[src/rtl/servo_sweep_multi.sv]
`timescale 1ns/1ps
`default_nettype none
// ============================================================================
// Module   : servo_sweep_multi
// Brief    : Multi-channel servo PWM with a shared frame counter; each channel
//            sweeps between limits or slews at a bounded rate toward a target.
// Revision : 1.0 - initial release
// ============================================================================
module servo_sweep_multi #(
    parameter  int NUM_CH         = 2,
    parameter  int CLKS_PER_FRAME = 500000,
    parameter  int MIN_PULSE      = 25000,
    parameter  int MAX_PULSE      = 50000,
    parameter  int STEP           = 1000,
    localparam int CW             = $clog2(CLKS_PER_FRAME),
    localparam int CHW            = (NUM_CH > 1) ? $clog2(NUM_CH) : 1
) (
    input  logic              i_Clk,
    input  logic              i_Reset,
    input  logic [NUM_CH-1:0] i_Mode,
    input  logic              i_Wr_En,
    input  logic [CHW-1:0]    i_Wr_Ch,
    input  logic [CW-1:0]     i_Wr_Pos,
    output logic [NUM_CH-1:0] o_Servo,
    output logic [NUM_CH-1:0] o_Dir,
    output logic              o_Frame
);

    localparam int            CW1      = CW + 1;
    localparam logic [CW-1:0] c_LAST   = CW'(CLKS_PER_FRAME - 1);
    localparam logic [CW-1:0] c_MIN    = CW'(MIN_PULSE);
    localparam logic [CW-1:0] c_MAX    = CW'(MAX_PULSE);
    localparam logic [CW:0]   c_MIN_X  = CW1'(MIN_PULSE);
    localparam logic [CW:0]   c_MAX_X  = CW1'(MAX_PULSE);
    localparam logic [CW:0]   c_STEP_X = CW1'(STEP);

    logic [CW-1:0]     r_cnt;
    logic [CW-1:0]     r_w     [NUM_CH];
    logic [CW-1:0]     r_t     [NUM_CH];
    logic [NUM_CH-1:0] r_d;
    logic [NUM_CH-1:0] r_servo;
    logic              r_frame;

    logic              w_upd;
    logic [CW-1:0]     w_wr_pos;
    logic [CW-1:0]     w_w_nxt [NUM_CH];
    logic [NUM_CH-1:0] w_d_nxt;
    logic [CW:0]       w_wx    [NUM_CH];
    logic [CW:0]       w_tx    [NUM_CH];
    logic [CW:0]       w_diff  [NUM_CH];

    assign w_upd    = (r_cnt == c_LAST);
    assign w_wr_pos = (i_Wr_Pos < c_MIN) ? c_MIN :
                      (i_Wr_Pos > c_MAX) ? c_MAX : i_Wr_Pos;

    // Next width/direction, computed one bit wider so sweep limits never wrap
    always_comb begin
        for (int i = 0; i < NUM_CH; i++) begin
            w_wx[i]    = {1'b0, r_w[i]};
            w_tx[i]    = {1'b0, r_t[i]};
            w_diff[i]  = (r_t[i] > r_w[i]) ? (w_tx[i] - w_wx[i]) : (w_wx[i] - w_tx[i]);
            w_w_nxt[i] = r_w[i];
            w_d_nxt[i] = r_d[i];
            if (!i_Mode[i]) begin
                if (r_d[i]) begin
                    if (w_wx[i] + c_STEP_X >= c_MAX_X) begin
                        w_w_nxt[i] = c_MAX;
                        w_d_nxt[i] = 1'b0;
                    end else begin
                        w_w_nxt[i] = CW'(w_wx[i] + c_STEP_X);
                    end
                end else begin
                    if (w_wx[i] <= c_MIN_X + c_STEP_X) begin
                        w_w_nxt[i] = c_MIN;
                        w_d_nxt[i] = 1'b1;
                    end else begin
                        w_w_nxt[i] = CW'(w_wx[i] - c_STEP_X);
                    end
                end
            end else if (r_t[i] != r_w[i]) begin
                w_d_nxt[i] = (r_t[i] > r_w[i]);
                if (w_diff[i] <= c_STEP_X) begin
                    w_w_nxt[i] = r_t[i];
                end else if (r_t[i] > r_w[i]) begin
                    w_w_nxt[i] = CW'(w_wx[i] + c_STEP_X);
                end else begin
                    w_w_nxt[i] = CW'(w_wx[i] - c_STEP_X);
                end
            end
        end
    end

    always_ff @(posedge i_Clk) begin
        if (i_Reset) begin
            r_cnt   <= '0;
            r_d     <= '1;
            r_servo <= '0;
            r_frame <= 1'b0;
            for (int i = 0; i < NUM_CH; i++) begin
                r_w[i] <= c_MIN;
                r_t[i] <= c_MIN;
            end
        end else begin
            r_cnt   <= w_upd ? '0 : r_cnt + 1'b1;
            r_frame <= (r_cnt == '0);
            for (int i = 0; i < NUM_CH; i++) begin
                r_servo[i] <= (r_cnt < r_w[i]);
                if (w_upd) begin
                    r_w[i] <= w_w_nxt[i];
                    r_d[i] <= w_d_nxt[i];
                end
                // An out-of-range channel index matches no channel
                if (i_Wr_En && (i_Wr_Ch == CHW'(i))) begin
                    r_t[i] <= w_wr_pos;
                end
            end
        end
    end

    assign o_Servo = r_servo;
    assign o_Dir   = r_d;
    assign o_Frame = r_frame;

endmodule
`default_nettype wire

[config.mk]
export PLATFORM = sky130hd
export DESIGN_NAME = servo_sweep_multi
export DESIGN_NICKNAME = d
export VERILOG_FILES = /design/src/rtl/servo_sweep_multi.sv
export SDC_FILE = /design/constraint.sdc
export NUM_CORES = 1
export LEC_CHECK = 0
export BUFFER_PORTS_ARGS = -buffer_cell sky130_fd_sc_hd__buf_4
export CORE_MARGIN = 2
export CORE_UTILIZATION = 40
export CTS_CLUSTER_SIZE = 14
export DETAILED_ROUTE_END_ITERATION = 6
export GPL_TIMING_DRIVEN = 0
export PLACE_DENSITY = 0.56
export SLEW_MARGIN = 20
export SYNTH_ARGS = -nofsm -noshare
export SYNTH_HDL_FRONTEND = slang
export SYNTH_SLANG_ARGS = --single-unit
[constraint.sdc]
create_clock -name i_Clk -period 6.2 [get_ports i_Clk]
set_clock_uncertainty 0.2 [all_clocks]
set_input_delay 0.93 -clock i_Clk [delete_from_list [all_inputs] [get_ports i_Clk]]
set_output_delay 0.93 -clock i_Clk [all_outputs]
set_load 0.01 [all_outputs]
==> impl_metrics.tcl <==
set metrics [dict create \
    status "finished clean" \
    netlist_instances 1427 \
    final_util 0.4424 \
    clkSlewWorstSetupHoldPaths_ps 80 \
    htreeDepth 3 \
    cts_buffers 9 \
    finalSetupViolations 0 \
    drc 0 \
    worstPathArrival_ps 5630 \
    yosysUniqueCellTypes 97 \
    rows 62 \
    syn-cell-area_mm2 0.01170 \
    power.leakage_nw 5.216 \
    dr.pass1.iters 5 \
    intPower_mw 1.345 \
    grt_max_degree 21 \
    period_needed_ps 5797 \
    gp_congestion 0.9609 \
    clock-root-buffer "clkbuf_16" \
    path_buf_inv 5 \
    fill_cells 2912 \
    relSlewSlack 0.3152 \
    crit_chain "clkbuf_1 > inv_1 > ha_1 > clkbuf_1 > nand2_1 > nor4_4 > inv_2 > and2_4 > buf_6 > nor4_1 > a41oi_1 > nor3_2 > a311o_1" \
    start_util 0.4065 \
    cts.sinks 100 \
    slew_violations 0 \
    wl_mm 38.46 \
    path_delay_family "simple AND/OR/NAND/NOR gates" \
    dieArea_mm2 0.03063 \
    ant_nets 0 \
    hold_ws_ps 417.9 \
    reg2reg_slack_ps 400 \
    antenna_cells 0 \
    cp-end-kind "register" \
    pwr_density_cell_mw_per_mm2 170.8 \
    critPathSlowestCell "nor3_2" \
    finalHoldViolCount 0 \
    dr.first_iter.drc_count 1306 \
    crit_type "register to register" \
    combPwrFrac 0.359 \
    crit_top_cell "clkbuf_1" \
    io_buffers 29 \
    grt.overflow.total 0 \
    core_area_mm2 0.02878 \
    syn_avg_cell_area_um2 8.198 \
    track_usage 0.2481 \
    postCtsSetupBuffers 0 \
    switchingPower_mw 0.8301 \
    critPathRequiredTime_ps 6030 \
    boundaryPins 30 \
    grt_first_pass_wirelength_mm 59.44 \
    synth-seq-cells 100 \
    dpl.hpwl_mm 30.29 \
    ys_warn_count 0 \
    final.setup.tns_ps 0 \
    drive_gt1_frac 0.06635 \
    yosysSeqAreaShare 0.2361 \
    ys.flop_type "edfxtp_1" \
    switching_share 0.3817 \
    wl_per_cell_um 20.67 \
    hold_class "register to register" \
    crit_fanout 10 \
    die_h_um 175.0 \
    synth-edff-count 76 \
    num_vias 11170 \
    pwr-share-seq 0.370 \
    cts_tree "yes" \
    synthArstFlopShare 0 \
    antenna_found_initial 1 \
    routed_via_density 6.002 \
    fmax_mhz 172.5 \
    vdd_drop_max_uv 163.1 \
    cp-start-kind "register" \
    fp.dieW_um 175.0 \
    slowest_delay_ps 760 \
    clockBufferDepth 2 \
    first_global_vias 10330 \
    pwr-share-clk 0.271 \
    rsz0062_at_grt "false" \
    clkLatencyLatePin_ps 360 \
    timing.final.crit_share 0.9350 \
    worst_pin_slew_ps 1014 \
    area_growth_pct 8.824 \
    cap_violations 0 \
    num-nets-final 1621 \
]
## logic make-up after synthesis
| kind of cell | share of synthesized area |
|---|---|
| other | 0.0003205 |
| adders and majority gates | 0.1352 |
| DFF | 0.2361 |
| buffers and inverters | 0.06246 |
| AOI/OAI and AO/OA | 0.2347 |
| and+or+nand+nor | 0.2016 |
| xor gates and xnor gates | 0.08610 |
| muxes | 0.04353 |
## stage by stage
step	cell area [um2]	instances	worst slack, ps	total power, mW
4_1_cts	12720	1861	351.2	2.174
5_1_grt	12730	1861	250.4	2.292
6_report	12730	1861	403.2	2.175
3_3_place_gp	12420	1845	290.1	1.578
2_1_floorplan	11720	1432	1866	1.370
3_5_place_dp	12420	1845	389.4	1.580
## worst paths after layout
kind,start,endpoint,cells after the start
worst max-delay path,r_w[0][29],r_w[0][20],13
worst min-delay path,r_cnt[18],o_Frame,1
worst max register to register,r_w[0][29],r_w[0][20],13
worst min register to register,r_cnt[18],o_Frame,1
## layer usage
layer | track usage | routed length (um) | vias to the layer above
li1 | - | - | 5348
met1 | 0.3723 | 18840 | 5315
met2 | 0.3673 | 15970 | 439
met3 | 0.03764 | 2727 | 67
met4 | 0.06667 | 911 | 0
met5 | 0 | 0 | -
## final cells by class
type                            count  area (um2)  share of cell area
Buffer                             70       355.3             0.02791
Clock buffer                        9       225.2             0.01769
Clock inverter                      7       73.82            0.005799
Inverter                          100       375.4             0.02948
Multi-Input combinational cell   1162        8240              0.6473
Sequential cell                   100        2763              0.2170
Tap cell                          384       480.5             0.03774
Timing Repair Buffer               29       217.7             0.01710
## sequential cells by signal (all words and copies together), names as in the netlist
| register | count |
|---|---|
| r_t | 38 |
| r_w | 38 |
| r_cnt | 19 |
| o_Dir | 2 |
| o_Servo | 2 |
| o_Frame | 1 |
## synthesized netlist by cell type (6+ instances only)
cell type  instances  area share
o22ai_1           19       0.010
xor2_1            24       0.018
a31oi_1           12      0.0064
nor2_1           122       0.039
and2_1            14      0.0075
nor3_1            50       0.021
a211o_1           11      0.0082
o21a_1            15      0.0096
o21ai_0           55       0.024
and3_1             9      0.0048
or4_1              7      0.0045
buf_6              7      0.0067
and4_1             6      0.0045
a211oi_1          22       0.014
dfxtp_1           24       0.041
o21bai_1           8      0.0051
nand2b_1          13      0.0070
nor4_1            22       0.012
a21oi_1          110       0.047
o211ai_1          10      0.0064
buf_2              7      0.0030
nand3_1           42       0.018
o31ai_1            6      0.0038
nor2b_1           12      0.0064
nand4_1           38       0.020
inv_1             99       0.032
a21o_1            47       0.030
edfxtp_1          76        0.20
ha_1             120        0.13
o21ai_1            9      0.0038
nand2_1           92       0.030
mux2i_1           46       0.039
xnor2_1           91       0.068
a221oi_1           8      0.0060
a21boi_0           7      0.0045
or3_1              7      0.0037
buf_1              6      0.0019
clkbuf_1          43       0.014
## timing repair
action / 4_1_cts / 5_1_grt
gates resized for setup: 0 / 1
hold endpoints to repair: 0 / 0
setup endpoints to repair: 0 / 3
hold buffers: 0 / 0
## cells in the final DEF, fill, tap and decap left out, types with 8 or more instances in the layout
master	instances
a211o_1	11
a211oi_1	22
a21o_1	47
a21oi_1	110
a221oi_1	8
a31oi_1	12
and2_1	14
and3_1	9
buf_4	34
clkbuf_1	43
clkbuf_16	9
dfxtp_1	24
edfxtp_1	76
ha_1	120
inv_1	99
mux2i_1	46
nand2_1	92
nand2b_1	13
nand3_1	42
nand4_1	38
nor2_1	122
nor2b_1	12
nor3_1	50
nor4_1	22
o211ai_1	10
o21a_1	15
o21ai_0	55
o21ai_1	9
o21bai_1	8
o22ai_1	19
xnor2_1	91
xor2_1	24
## power by group through the flow
stage,clock network (mW),registers (mW),logic (mW)
6_report,0.589,0.805,0.781
5_1_grt,0.629,0.808,0.854
4_1_cts,0.603,0.804,0.766
3_5_place_dp,0,0.818,0.762
3_3_place_gp,0,0.819,0.759
2_1_floorplan,0,0.791,0.578
Note: power is estimated with default switching activity, not from simulation.
